**config.mk**
```make
export PLATFORM = sky130hd
export DESIGN_NAME = j4_slot_supervisor
export DESIGN_NICKNAME = d
export VERILOG_FILES = /design/src/rtl/j4_slot_supervisor.sv
export SDC_FILE = /design/constraint.sdc
export NUM_CORES = 1
export LEC_CHECK = 0
export BUFFER_PORTS_ARGS = -buffer_cell sky130_fd_sc_hd__buf_2
export CORE_UTILIZATION = 40
export DETAILED_ROUTE_END_ITERATION = 8
export GPL_TIMING_DRIVEN = 0
export PLACE_DENSITY = 0.83
export REMOVE_ABC_BUFFERS = 1
export SLEW_MARGIN = 10
export SYNTH_ARGS = -nofsm -noshare
export SYNTH_HDL_FRONTEND = slang
export SYNTH_SLANG_ARGS = --single-unit
```
**constraint.sdc**
```tcl
create_clock -name clk -period 2.69 [get_ports clk]
set_input_delay 0.269 -clock clk [delete_from_list [all_inputs] [get_ports clk]]
set_output_delay 0.269 -clock clk [all_outputs]
set_load 0.05 [all_outputs]
```
**src/rtl/j4_slot_supervisor.sv**
```systemverilog
// Per-slot run/halt/kill supervisor and watchdog for the 4-slot barrel core.
// Optional watchdog logic is built only when J4_SLOT_SUPERVISOR_WDOG_EN is defined.
module j4_slot_supervisor #(
  parameter logic [15:0] CTRL_ADDR = 16'h0100,
  parameter logic [15:0] WDOG_ADDR = 16'h0102,
  parameter logic [15:0] STAT_ADDR = 16'h0104,
  parameter logic [3:0]  BOOT_MASK = 4'b0001,
  parameter logic [15:0] WDOG_LOAD = 16'd1000,
  parameter int          PRESCALE  = 1024
) (
  input  logic        clk,
  input  logic        reset,
  input  logic        io_rd,
  input  logic        io_wr,
  input  logic [1:0]  io_slot,
  input  logic [15:0] mem_addr,
  input  logic [15:0] dout,
  output logic [15:0] rd_data,
  output logic        rd_hit,
  output logic [3:0]  kill_slot_rq,
  output logic [3:0]  slot_halted,
  output logic [3:0]  wdog_expired
);

  typedef enum logic {S_RUN = 1'b0, S_HALT = 1'b1} slot_state_e;

  slot_state_e r_state     [4];
  slot_state_e w_state_nxt [4];
  logic [3:0]  w_halted;
  logic [3:0]  w_halted_nxt;
  logic        w_ctrl_wr;
  logic        w_stat_rd;
  logic [3:0]  w_kill_sw;
  logic [3:0]  w_hset;
  logic [3:0]  w_hclr;
  logic [3:0]  w_wdog_kill;
  logic [3:0]  w_wdog_en;
  logic [3:0]  w_wdog_expired;
  logic [3:0]  r_kill;
  logic [15:0] r_rd_data;
  logic        r_rd_hit;

  assign w_ctrl_wr = io_wr && (mem_addr == CTRL_ADDR);
  assign w_stat_rd = io_rd && (mem_addr == STAT_ADDR);
  assign w_kill_sw = w_ctrl_wr ? dout[3:0]  : 4'b0000;
  assign w_hset    = w_ctrl_wr ? dout[7:4]  : 4'b0000;
  assign w_hclr    = w_ctrl_wr ? dout[11:8] : 4'b0000;

  // NOTE: every signal driven in always_comb gets a default first, so no path can infer a latch.
  always_comb begin
    for (int n = 0; n < 4; n++) begin
      w_state_nxt[n] = r_state[n];
      if (w_hset[n])      w_state_nxt[n] = S_HALT;
      else if (w_hclr[n]) w_state_nxt[n] = S_RUN;
      w_halted[n]     = (r_state[n] == S_HALT);
      w_halted_nxt[n] = (w_state_nxt[n] == S_HALT);
    end
  end

  always_ff @(posedge clk) begin
    if (reset) begin
      for (int n = 0; n < 4; n++) r_state[n] <= BOOT_MASK[n] ? S_RUN : S_HALT;
      r_kill    <= ~BOOT_MASK;
      r_rd_data <= 16'h0000;
      r_rd_hit  <= 1'b0;
    end else begin
      for (int n = 0; n < 4; n++) r_state[n] <= w_state_nxt[n];
      // A halted slot holds its request; kill pulses only add a one-cycle request.
      r_kill   <= w_halted_nxt | w_kill_sw | w_wdog_kill;
      r_rd_hit <= w_stat_rd;
      if (w_stat_rd)
        r_rd_data <= {io_slot, 2'b00, w_wdog_en, w_wdog_expired, w_halted};
    end
  end

`ifdef J4_SLOT_SUPERVISOR_WDOG_EN
  localparam int PW = (PRESCALE > 2) ? $clog2(PRESCALE) : 1;

  logic [PW-1:0] r_presc;
  logic          w_tick;
  logic [3:0]    r_wdog_en;
  logic [3:0]    r_expired;
  logic [15:0]   r_cnt [4];
  logic [3:0]    w_en_nxt;
  logic [3:0]    w_kick;
  logic [3:0]    w_dec;
  logic [3:0]    w_reload;

  assign w_tick   = (r_presc == PW'(PRESCALE - 1));
  assign w_en_nxt = w_ctrl_wr ? dout[15:12] : r_wdog_en;

  always_comb begin
    for (int n = 0; n < 4; n++) begin
      w_kick[n]      = io_wr && (mem_addr == WDOG_ADDR) && (io_slot == n[1:0]);
      w_dec[n]       = w_tick && r_wdog_en[n] && (r_state[n] == S_RUN);
      // A kick in the same cycle as the final tick wins: no expiry.
      w_wdog_kill[n] = w_dec[n] && (r_cnt[n] == 16'd1) && !w_kick[n];
      w_reload[n]    = w_kick[n] || w_hclr[n] || (w_en_nxt[n] && !r_wdog_en[n]);
    end
  end

  // NOTE: the counter array is a handful of flops with defined reset values, not a RAM, so it is reset.
  always_ff @(posedge clk) begin
    if (reset) begin
      r_presc   <= '0;
      r_wdog_en <= 4'b0000;
      r_expired <= 4'b0000;
      for (int n = 0; n < 4; n++) r_cnt[n] <= WDOG_LOAD;
    end else begin
      r_presc   <= w_tick ? '0 : r_presc + 1'b1;
      r_wdog_en <= w_en_nxt;
      for (int n = 0; n < 4; n++) begin
        if (w_reload[n] || w_wdog_kill[n]) r_cnt[n] <= WDOG_LOAD;
        else if (w_dec[n])                 r_cnt[n] <= r_cnt[n] - 16'd1;
        if (w_kick[n])           r_expired[n] <= 1'b0;
        else if (w_wdog_kill[n]) r_expired[n] <= 1'b1;
      end
    end
  end

  assign w_wdog_en      = r_wdog_en;
  assign w_wdog_expired = r_expired;
`else
  logic w_unused_wdog;

  assign w_unused_wdog  = ^{dout[15:12], WDOG_ADDR, WDOG_LOAD, (PRESCALE > 1)};
  assign w_wdog_kill    = 4'b0000;
  assign w_wdog_en      = 4'b0000;
  assign w_wdog_expired = 4'b0000;
`endif

  assign kill_slot_rq = r_kill;
  assign slot_halted  = w_halted;
  assign wdog_expired = w_wdog_expired;
  assign rd_data      = r_rd_data;
  assign rd_hit       = r_rd_hit;

endmodule
```
==> results of run 1 <==
-- critical path, delay by kind of cell --
kind	cells	cell delay [ps]
AND/OR/NAND/NOR	2	700
buffers and inverters	1	100
AO/OA/AOI/OAI	2	420
-- cell type report --
cell class              count  area (um^2)
well taps                  25         31.3
repair buffers             48          240
fillers                   176          808
flip-flops and latches     15          300
inverters                   3         11.3
multi-input cells          61          364
clock inverters             1         5.00
clock buffers               3         22.5
-- worst paths after layout --
| kind | to | slack, ps | depth (start not counted) |
|---|---|---|---|
| min reg2reg | rd_data[14]$_SDFFE_PP0P_ | 480 | 2 |
| max reg2reg | kill_slot_rq[1]$_SDFF_PP1_ | 1870 | 3 |
| max | kill_slot_rq[1]$_SDFF_PP1_ | 1380 | 5 |
| min | r_state[1]$_DFF_P_ | 200 | 2 |
-- stage by stage --
| step | instance area (um^2) | instances | hold WS (ps) | util (%) | setup slack (ps) |
|---|---|---|---|---|---|
| 4_1_cts | 975 | 156 | 195 | 54.7 | 1400 |
| 3_5_place_dp | 947 | 152 | 465 | 53.1 | 1090 |
| 6_report | 975 | 156 | 203 | 54.7 | 1380 |
| 3_3_place_gp | 947 | 152 | 454 | 53.1 | 1140 |
| 5_1_grt | 975 | 156 | 206 | 54.7 | 1280 |
| 2_1_floorplan | 676 | 79 | 338 | - | 1340 |
-- logic make-up (layout without fill, tap and decap cells) --
logic type	Yosys count	in the layout	synth area share (%)
buf+inv	25	55	21.7
other cells	1	14	0.477
flops	15	15	38.2
compound gates	25	25	19.6
simple gates	22	22	20.1
-- state kept, by name, indices dropped and copies added (netlist names) --
name and count:
rd_data 6, kill_slot_rq 4, r_state 4, rd_hit 1
-- metal layers --
metal	vias to the layer above	part of all wire [%]	track usage, %
met1	334	42	20.2
met4	0	2.3	14.7
met5	-	0	0
met2	37	49	30.6
li1	365	-	-
met3	4	7.5	3.14
-- placed cells by master (no fill, tap or decap) --
| master | Yosys | routed |
|---|---|---|
| clkbuf_4 | 0 | 3 |
| nand3_1 | 7 | 7 |
| nand2_1 | 2 | 2 |
| dfxtp_1 | 15 | 15 |
| a211o_1 | 6 | 6 |
| conb_1 | 1 | 14 |
| a21oi_1 | 8 | 8 |
| nor4b_4 | 1 | 1 |
| or2_2 | 3 | 3 |
| and4_4 | 1 | 1 |
| inv_1 | 3 | 3 |
| o21ai_0 | 7 | 7 |
| nor2b_1 | 1 | 1 |
| nor4_2 | 2 | 2 |
| nor3_1 | 2 | 2 |
| and2_1 | 1 | 1 |
| and2_2 | 1 | 1 |
| buf_2 | 1 | 48 |
| a31oi_1 | 3 | 3 |
| nand4_1 | 1 | 1 |
| clkinv_2 | 0 | 1 |
| o211ai_1 | 1 | 1 |
-- cells in the mapped netlist --
master | n | area, um^2
a211o_1 | 6 | 52.6
a21oi_1 | 8 | 40.0
a31oi_1 | 3 | 18.8
and2_1 | 1 | 6.26
and2_2 | 1 | 7.51
and4_4 | 1 | 11.3
buf_2 | 1 | 5.00
buf_4 | 18 | 135
buf_6 | 1 | 11.3
clkbuf_1 | 2 | 7.51
conb_1 | 1 | 3.75
dfxtp_1 | 15 | 300
inv_1 | 3 | 11.3
nand2_1 | 2 | 7.51
nand3_1 | 7 | 35.0
nand4_1 | 1 | 6.26
nor2b_1 | 1 | 6.26
nor3_1 | 2 | 10.0
nor4_2 | 2 | 25.0
nor4b_4 | 1 | 23.8
o211ai_1 | 1 | 7.51
o21ai_0 | 7 | 35.0
or2_2 | 3 | 18.8
-- power groups by stage --
stage / combinational, mW / sequential [mW] / clock [mW]
floorplan: 0.0513 / 0.227 / 0
global placement: 0.0818 / 0.227 / 0
detailed placement: 0.0830 / 0.227 / 0
CTS: 0.0832 / 0.222 / 0.134
global route: 0.0901 / 0.222 / 0.144
finish: 0.0834 / 0.222 / 0.129
==> flow_metrics.tcl, run 1 <==
set metrics [dict create \
    cp-start-kind "input pin" \
    ios 67 \
    port_buffers 48 \
    grt_usage_pct 18.4 \
    grt_max_degree 16 \
    swShare_pct 31.2 \
    drt_iter0_drc 6 \
    routed_wirelength_um 1650 \
    intPower_uw 299 \
    grt-ovfl-total 0 \
    required_ps 2870 \
    p_per_area_mw_per_mm2 445 \
    synth_seq_area_share_pct 38.2 \
    yosys_register_bits 15 \
    gp_congestion 0.712 \
    synth_cell_types 23 \
    p_seq_share_pct 51.1 \
    yosys_warnings 0 \
    syn2layout_area_growth_pct 24.0 \
    vias 740 \
    fin_crit_ps 1310 \
    grt_pass1_vias 674 \
    max_freq_mhz 764 \
    root_buffer "clkbuf_4" \
    wire_per_inst_um 10.6 \
    power_uw 434 \
    cpPeakStageDelay_ps 370 \
    drc 0 \
    cts_tree "built" \
    crit_chain "buf_2, nor4_2, and4_4, a31oi_1, a211o_1" \
    crit_arrival_ps 1490 \
    clk_latency_ps 280 \
    drv_slew 0 \
    via_per_inst 4.74 \
    antenna_found_initial 0 \
    cp-end-kind "flip-flop" \
    finalNetCount 170 \
    clock_skew_ps 0.926 \
    fp-row-count 15 \
    clk_pin_slew_ps 90 \
    worstMarginPinSlew_ps 509 \
    hold_class "in2reg" \
    drive_above_1_share_pct 45.8 \
    die_area_mm2 0.00215 \
    finalSetupViolations 0 \
    clk_path_buf_depth 2 \
    clkPwrFrac_pct 29.7 \
    cpMaxStageDelayCell "and4_4" \
    hp-start "dout[5]" \
    r2r-start "r_state[1]$_DFF_P_" \
    syn_area_um2 786 \
    fp.dieH_um 46.3 \
    hpwl_um 1290 \
    antennaDiodeCount 0 \
    combPwrFrac_pct 19.2 \
    status "finished clean" \
    ant_nets 0 \
    tns_ps 0 \
    critPathKind "in2reg" \
    cap_viol_max_count 0 \
    grt_pass1_wl_um 2740 \
    syn_avg_cell_area_um2 8.93 \
    startpoint "mem_addr[3]" \
    ir_drop_mv 0.215 \
    core_area_mm2 0.00178 \
    postCtsHoldBufs 0 \
    dieWidth_um 46.3 \
    start_util_pct 44.1 \
    cts_setup_buffers 0 \
    path_max_fanout 12 \
    hold_viol 0 \
    p_leak_nw 0.464 \
    numCtsBuffers 3 \
    clock-sinks 15 \
    htreeDepth 1 \
    fin_crit_sh_pct 48.7 \
    cts_resized 0 \
    rsz0062_at_grt "no" \
    slew_headroom_pct 66.0 \
    syn_inst 88 \
    dr.pass1.iters 4 \
    power_switching_uw 135 \
]
No activity file was read; power rests on OpenSTA's default activity.
==> run 2: changes to the inputs <==
--- a/config.mk
+++ b/config.mk
@@ -6,10 +6,10 @@
 export NUM_CORES = 1
 export LEC_CHECK = 0
 export BUFFER_PORTS_ARGS = -buffer_cell sky130_fd_sc_hd__buf_2
-export CORE_UTILIZATION = 40
+export CORE_UTILIZATION = 33
 export DETAILED_ROUTE_END_ITERATION = 8
 export GPL_TIMING_DRIVEN = 0
-export PLACE_DENSITY = 0.83
+export PLACE_DENSITY = 0.74
 export REMOVE_ABC_BUFFERS = 1
 export SLEW_MARGIN = 10
 export SYNTH_ARGS = -nofsm -noshare
==> constraint.sdc (replaced) <==
create_clock -name clk -period 1.2 [get_ports clk]
set_input_delay 0.12 -clock clk [delete_from_list [all_inputs] [get_ports clk]]
set_output_delay 0.12 -clock clk [all_outputs]
set_load 0.05 [all_outputs]
==> run 2 against run 1 <==
Effect of this change:
- register-to-register slack lost 1500 ps
- flip-flop and latch count stayed put
- non-clock buffer count stayed put
- clock skew grew 1.7 ps
- clock power rose by 120%
- cell count is 1.9% higher
- power rose by 120%
- critical endpoint is now r_state[1]$_DFF_P_
==> flow_metrics.tcl, run 2 (synthesis gave the netlist of run 1 again) <==
set metrics [dict create \
    status "finished clean" \
    fillers 246 \
    grt-ovfl-total 0 \
    grt_pass1_wl_um 2970 \
    seq_area_um2 300 \
    syn2layout_area_growth_pct 24.4 \
    cts_tree "built" \
    grt_usage_pct 15.8 \
    crit_arrival_ps 1350 \
    required_ps 1380 \
    worstMarginPinSlew_ps 499 \
    finalSetupViolations 0 \
    r2r_end "r_state[1]$_DFF_P_" \
    holdPathStages 2 \
    antennaDiodeCount 0 \
    dp.cells 155 \
    drive_above_1_share_pct 45.0 \
    final_common_cell "buf_2" \
    cpPeakStageDelay_ps 370 \
    fp.dieH_um 50.8 \
    fin_util_pct 43.8 \
    cts_setup_buffers 0 \
    clk_pin_slew_ps 80 \
    ir_drop_mv 0.497 \
    dieWidth_um 50.8 \
    path_max_fanout 12 \
    cp-end-kind "flip-flop" \
    routed_wirelength_um 1840 \
    hpwl_um 1490 \
    hold_viol 0 \
    fin_crit_ps 1180 \
    cp-start-kind "input pin" \
    ios 67 \
    rsz0062_at_grt "no" \
    final_cell_mix "buf_2, dfxtp_1, conb_1" \
    tns_ps 0 \
    cts_resized 0 \
    cap_viol_max_count 0 \
    fin_crit_sh_pct 98.0 \
    grt_max_degree 16 \
    htreeDepth 1 \
    drv_slew 0 \
    core_area_mm2 0.00223 \
    hold_class "in2reg" \
    drc 0 \
    drt_iter0_drc 6 \
    root_buffer "clkbuf_4" \
    finalNonFillerCells 159 \
    antenna_found_initial 0 \
    grt_pass1_vias 690 \
    clock_skew_ps 2.65 \
    ff2ff_path_depth 3 \
    wire_per_inst_um 11.6 \
    die_area_mm2 0.00258 \
    slew_headroom_pct 66.7 \
    via_per_inst 4.67 \
    fp-row-count 17 \
    max_freq_mhz 851 \
    postCtsHoldBufs 0 \
    clk_path_buf_depth 2 \
    dr.pass1.iters 3 \
    port_buffers 48 \
    finalNetCount 170 \
    critPathKind "in2reg" \
    gp_congestion 0.680 \
    numCtsBuffers 3 \
    r2r-start "r_state[1]$_DFF_P_" \
    p_leak_nw 0.461 \
    crit_chain "buf_2, nor4_2, and4_4, a31oi_1, a211o_1" \
    cpMaxStageDelayCell "and4_4" \
    hp-start "dout[6]" \
    start_util_pct 35.2 \
    clock-sinks 15 \
    multi_input_comb_area_um2 364 \
    p_per_area_mw_per_mm2 990 \
    hold_end "r_state[2]$_DFF_P_" \
    largest_reg_flops 6 \
    vias 742 \
    clk_latency_ps 280 \
    ant_nets 0 \
    rrSetupSlack_ps 370 \
]
## run 2: changes by cell type in the layout (fill, tap and decap cells not counted), sizes merged
cell / change
clkinv: -1
clkbuf: +1
## run 2: worst max-delay path: cells and delay by family
kind,cells,cell delay [ps]
AO/OA/AOI/OAI,2,440
buffers and inverters,1,110
AND/OR/NAND/NOR,2,690
## run 2: layout make-up
class	count	area share, %
clock buffers	4	2.69
inverters	3	1.15
well taps	28	3.59
multi-input cells	61	37.3
repair buffers	48	24.6
flip-flops and latches	15	30.7
## run 2: power breakdown
group / switching (mW) / leakage (nW) / internal, mW
Combinational: 0.139 / 0.325 / 0.0489
Clock: 0.154 / 0.0150 / 0.129
Sequential: 0.00000186 / 0.121 / 0.497
Total: 0.293 / 0.461 / 0.675
## run 2: worst max-delay path by stage
stage / from / to / slack (ps)
3_5_place_dp: mem_addr[11] / r_state[1]$_DFF_P_ / -270
5_1_grt: mem_addr[11] / r_state[0]$_SDFF_PP0_ / 3
4_1_cts: mem_addr[11] / r_state[1]$_DFF_P_ / 30
3_3_place_gp: mem_addr[11] / kill_slot_rq[2]$_SDFF_PP1_ / -210
2_1_floorplan: mem_addr[11] / r_state[1]$_DFF_P_ / -1
6_report: mem_addr[11] / r_state[1]$_DFF_P_ / 20
## run 2: per-stage QoR
step,power (mW),hold slack (ps),cell area (um^2),setup WS [ps]
floorplan,0.624,189,676,-1.40
global placement,0.693,335,951,-209
detailed placement,0.696,342,951,-274
CTS,0.978,43.9,977,32.3
global route,1.02,35.9,977,2.89
finish,0.968,50.4,977,24.4
## run 2: routing by layer
layer	vias to the layer above	part of all wire, %	track usage (%)
li1	368	-	-
met1	342	37	14.7
met5	-	0	0
met3	2	5.8	6.97
met2	30	57	30.9
met4	0	0.43	3.70
==> run 3: changes to the inputs <==
--- a/config.mk
+++ b/config.mk
@@ -6,10 +6,10 @@
 export NUM_CORES = 1
 export LEC_CHECK = 0
 export BUFFER_PORTS_ARGS = -buffer_cell sky130_fd_sc_hd__buf_2
-export CORE_UTILIZATION = 33
+export CORE_UTILIZATION = 37
 export DETAILED_ROUTE_END_ITERATION = 8
 export GPL_TIMING_DRIVEN = 0
-export PLACE_DENSITY = 0.74
+export PLACE_DENSITY = 0.78
 export REMOVE_ABC_BUFFERS = 1
 export SLEW_MARGIN = 10
 export SYNTH_ARGS = -nofsm -noshare
==> constraint.sdc (replaced) <==
create_clock -name clk -period 1.33 [get_ports clk]
set_input_delay 0.133 -clock clk [delete_from_list [all_inputs] [get_ports clk]]
set_output_delay 0.133 -clock clk [all_outputs]
set_load 0.05 [all_outputs]
==> run 3 against run 2 <==
Effect of this change:
- cell count fell by 0.63%
- power is 9.4% lower
- worst hold slack gained 13 ps
- critical path type unchanged
- flip-flop and latch count unchanged
- first-iteration DRC count fell by 67%
- count of clock-buffer cells in the layout fell by 1
==> flow_metrics.tcl, run 3 (synthesis gave the netlist of run 1 again) <==
set metrics [dict create \
    slew_headroom_pct 65.1 \
    cap_viol_max_count 0 \
    final_cell_mix "buf_2, dfxtp_1, conb_1" \
    clock_skew_ps 1.17 \
    syn2layout_area_growth_pct 24.4 \
    clk_pin_slew_ps 90 \
    finalNetCount 170 \
    drc 0 \
    place_area_um2 950 \
    drv_slew 0 \
    cts_resized 0 \
    p_per_area_mw_per_mm2 897 \
    worstMarginPinSlew_ps 522 \
    finalSetupViolations 0 \
    routed_wirelength_um 1840 \
    cp-start-kind "input pin" \
    largest_reg_flops 6 \
    drt_iter0_drc 2 \
    clk_latency_ps 280 \
    final_common_cell "buf_2" \
    start_util_pct 39.6 \
    wire_per_inst_um 11.6 \
    vias 707 \
    postCtsHoldBufs 0 \
    die_area_mm2 0.00231 \
    clk_path_buf_depth 2 \
    grt_max_degree 16 \
    required_ps 1500 \
    drive_above_1_share_pct 45.8 \
    dr.pass1.iters 4 \
    grt-ovfl-total 0 \
    cp-end-kind "flip-flop" \
    holdPathStages 2 \
    status "finished clean" \
    cts_tree "built" \
    fp.dieH_um 48.1 \
    postLayoutCellArea_um2 977 \
    critPathKind "in2reg" \
    tns_ps 0 \
    hold-worst-slack_ps 63.4 \
    hold_viol 0 \
    seq_area_um2 300 \
    grt_usage_pct 16.8 \
    rsz0062_at_grt "no" \
    path_max_fanout 12 \
    grt_pass1_wl_um 2620 \
    antenna_found_initial 0 \
    hold_class "in2reg" \
    via_per_inst 4.47 \
    antennaDiodeCount 0 \
    clock-sinks 15 \
    ff2ff_path_depth 3 \
    ios 67 \
    fin_crit_ps 1210 \
    htreeDepth 1 \
    ir_drop_mv 0.379 \
    fin_crit_sh_pct 91.3 \
    max_freq_mhz 823 \
    cts_setup_buffers 0 \
    gp_congestion 0.810 \
    fillers 201 \
    root_buffer "clkbuf_4" \
    hpwl_um 1460 \
    port_buffers 48 \
    grt_pass1_vias 631 \
    multi_input_comb_area_um2 364 \
    dieWidth_um 48.1 \
    fp-row-count 16 \
    numCtsBuffers 3 \
    crit_arrival_ps 1390 \
    p_leak_nw 0.464 \
    ant_nets 0 \
    core_area_mm2 0.00198 \
]
==> run 3: final cells by class <==
cell class,instances,share of cell area [%]
Multi-Input combinational cell,61,37.3
Sequential cell,15,30.7
Timing Repair Buffer,48,24.6
Tap cell,27,3.46
Clock buffer,3,2.30
Inverter,3,1.15
Clock inverter,1,0.512
==> run 3: final timing paths <==
path | from | end | slack [ps]
worst min register to register | rd_data[14]$_SDFFE_PP0P_ | rd_data[14]$_SDFFE_PP0P_ | 470
worst max register to register | r_state[2]$_DFF_P_ | r_state[2]$_DFF_P_ | 490
worst min-delay path | dout[7] | r_state[3]$_DFF_P_ | 60
worst max-delay path | mem_addr[11] | r_state[2]$_DFF_P_ | 120
==> run 3: per-stage QoR <==
stage	utilization, %	worst slack [ps]	power [mW]	instances
after detailed placement	47.9	-167	0.627	154
final	49.3	116	0.876	158
after CTS	49.3	136	0.885	158
after floorplan	-	116	0.563	79
after global placement	47.9	-71.4	0.625	154
after global routing	49.3	67.2	0.914	158
==> run 3: report_power, final <==
part,switching [mW],internal (mW)
Combinational,0.125,0.0440
Sequential,0.00000181,0.449
Clock,0.147,0.111
==> run 3: layer usage <==
layer | global-route usage (%) | share of wire, % | wire length [um] | up-vias
met3 | 3.40 | 5.5 | 101 | 2
li1 | - | - | - | 366
met2 | 32.2 | 53 | 970 | 29
met5 | 0 | 0 | 0 | -
met4 | 10.6 | 0.54 | 10 | 0
met1 | 16.1 | 41 | 757 | 310
==> run 3: critical path, stage by stage <==
cell and delay (ps):
buf_2 100, nor4_2 350, and4_4 380, a31oi_1 130, a211o_1 290
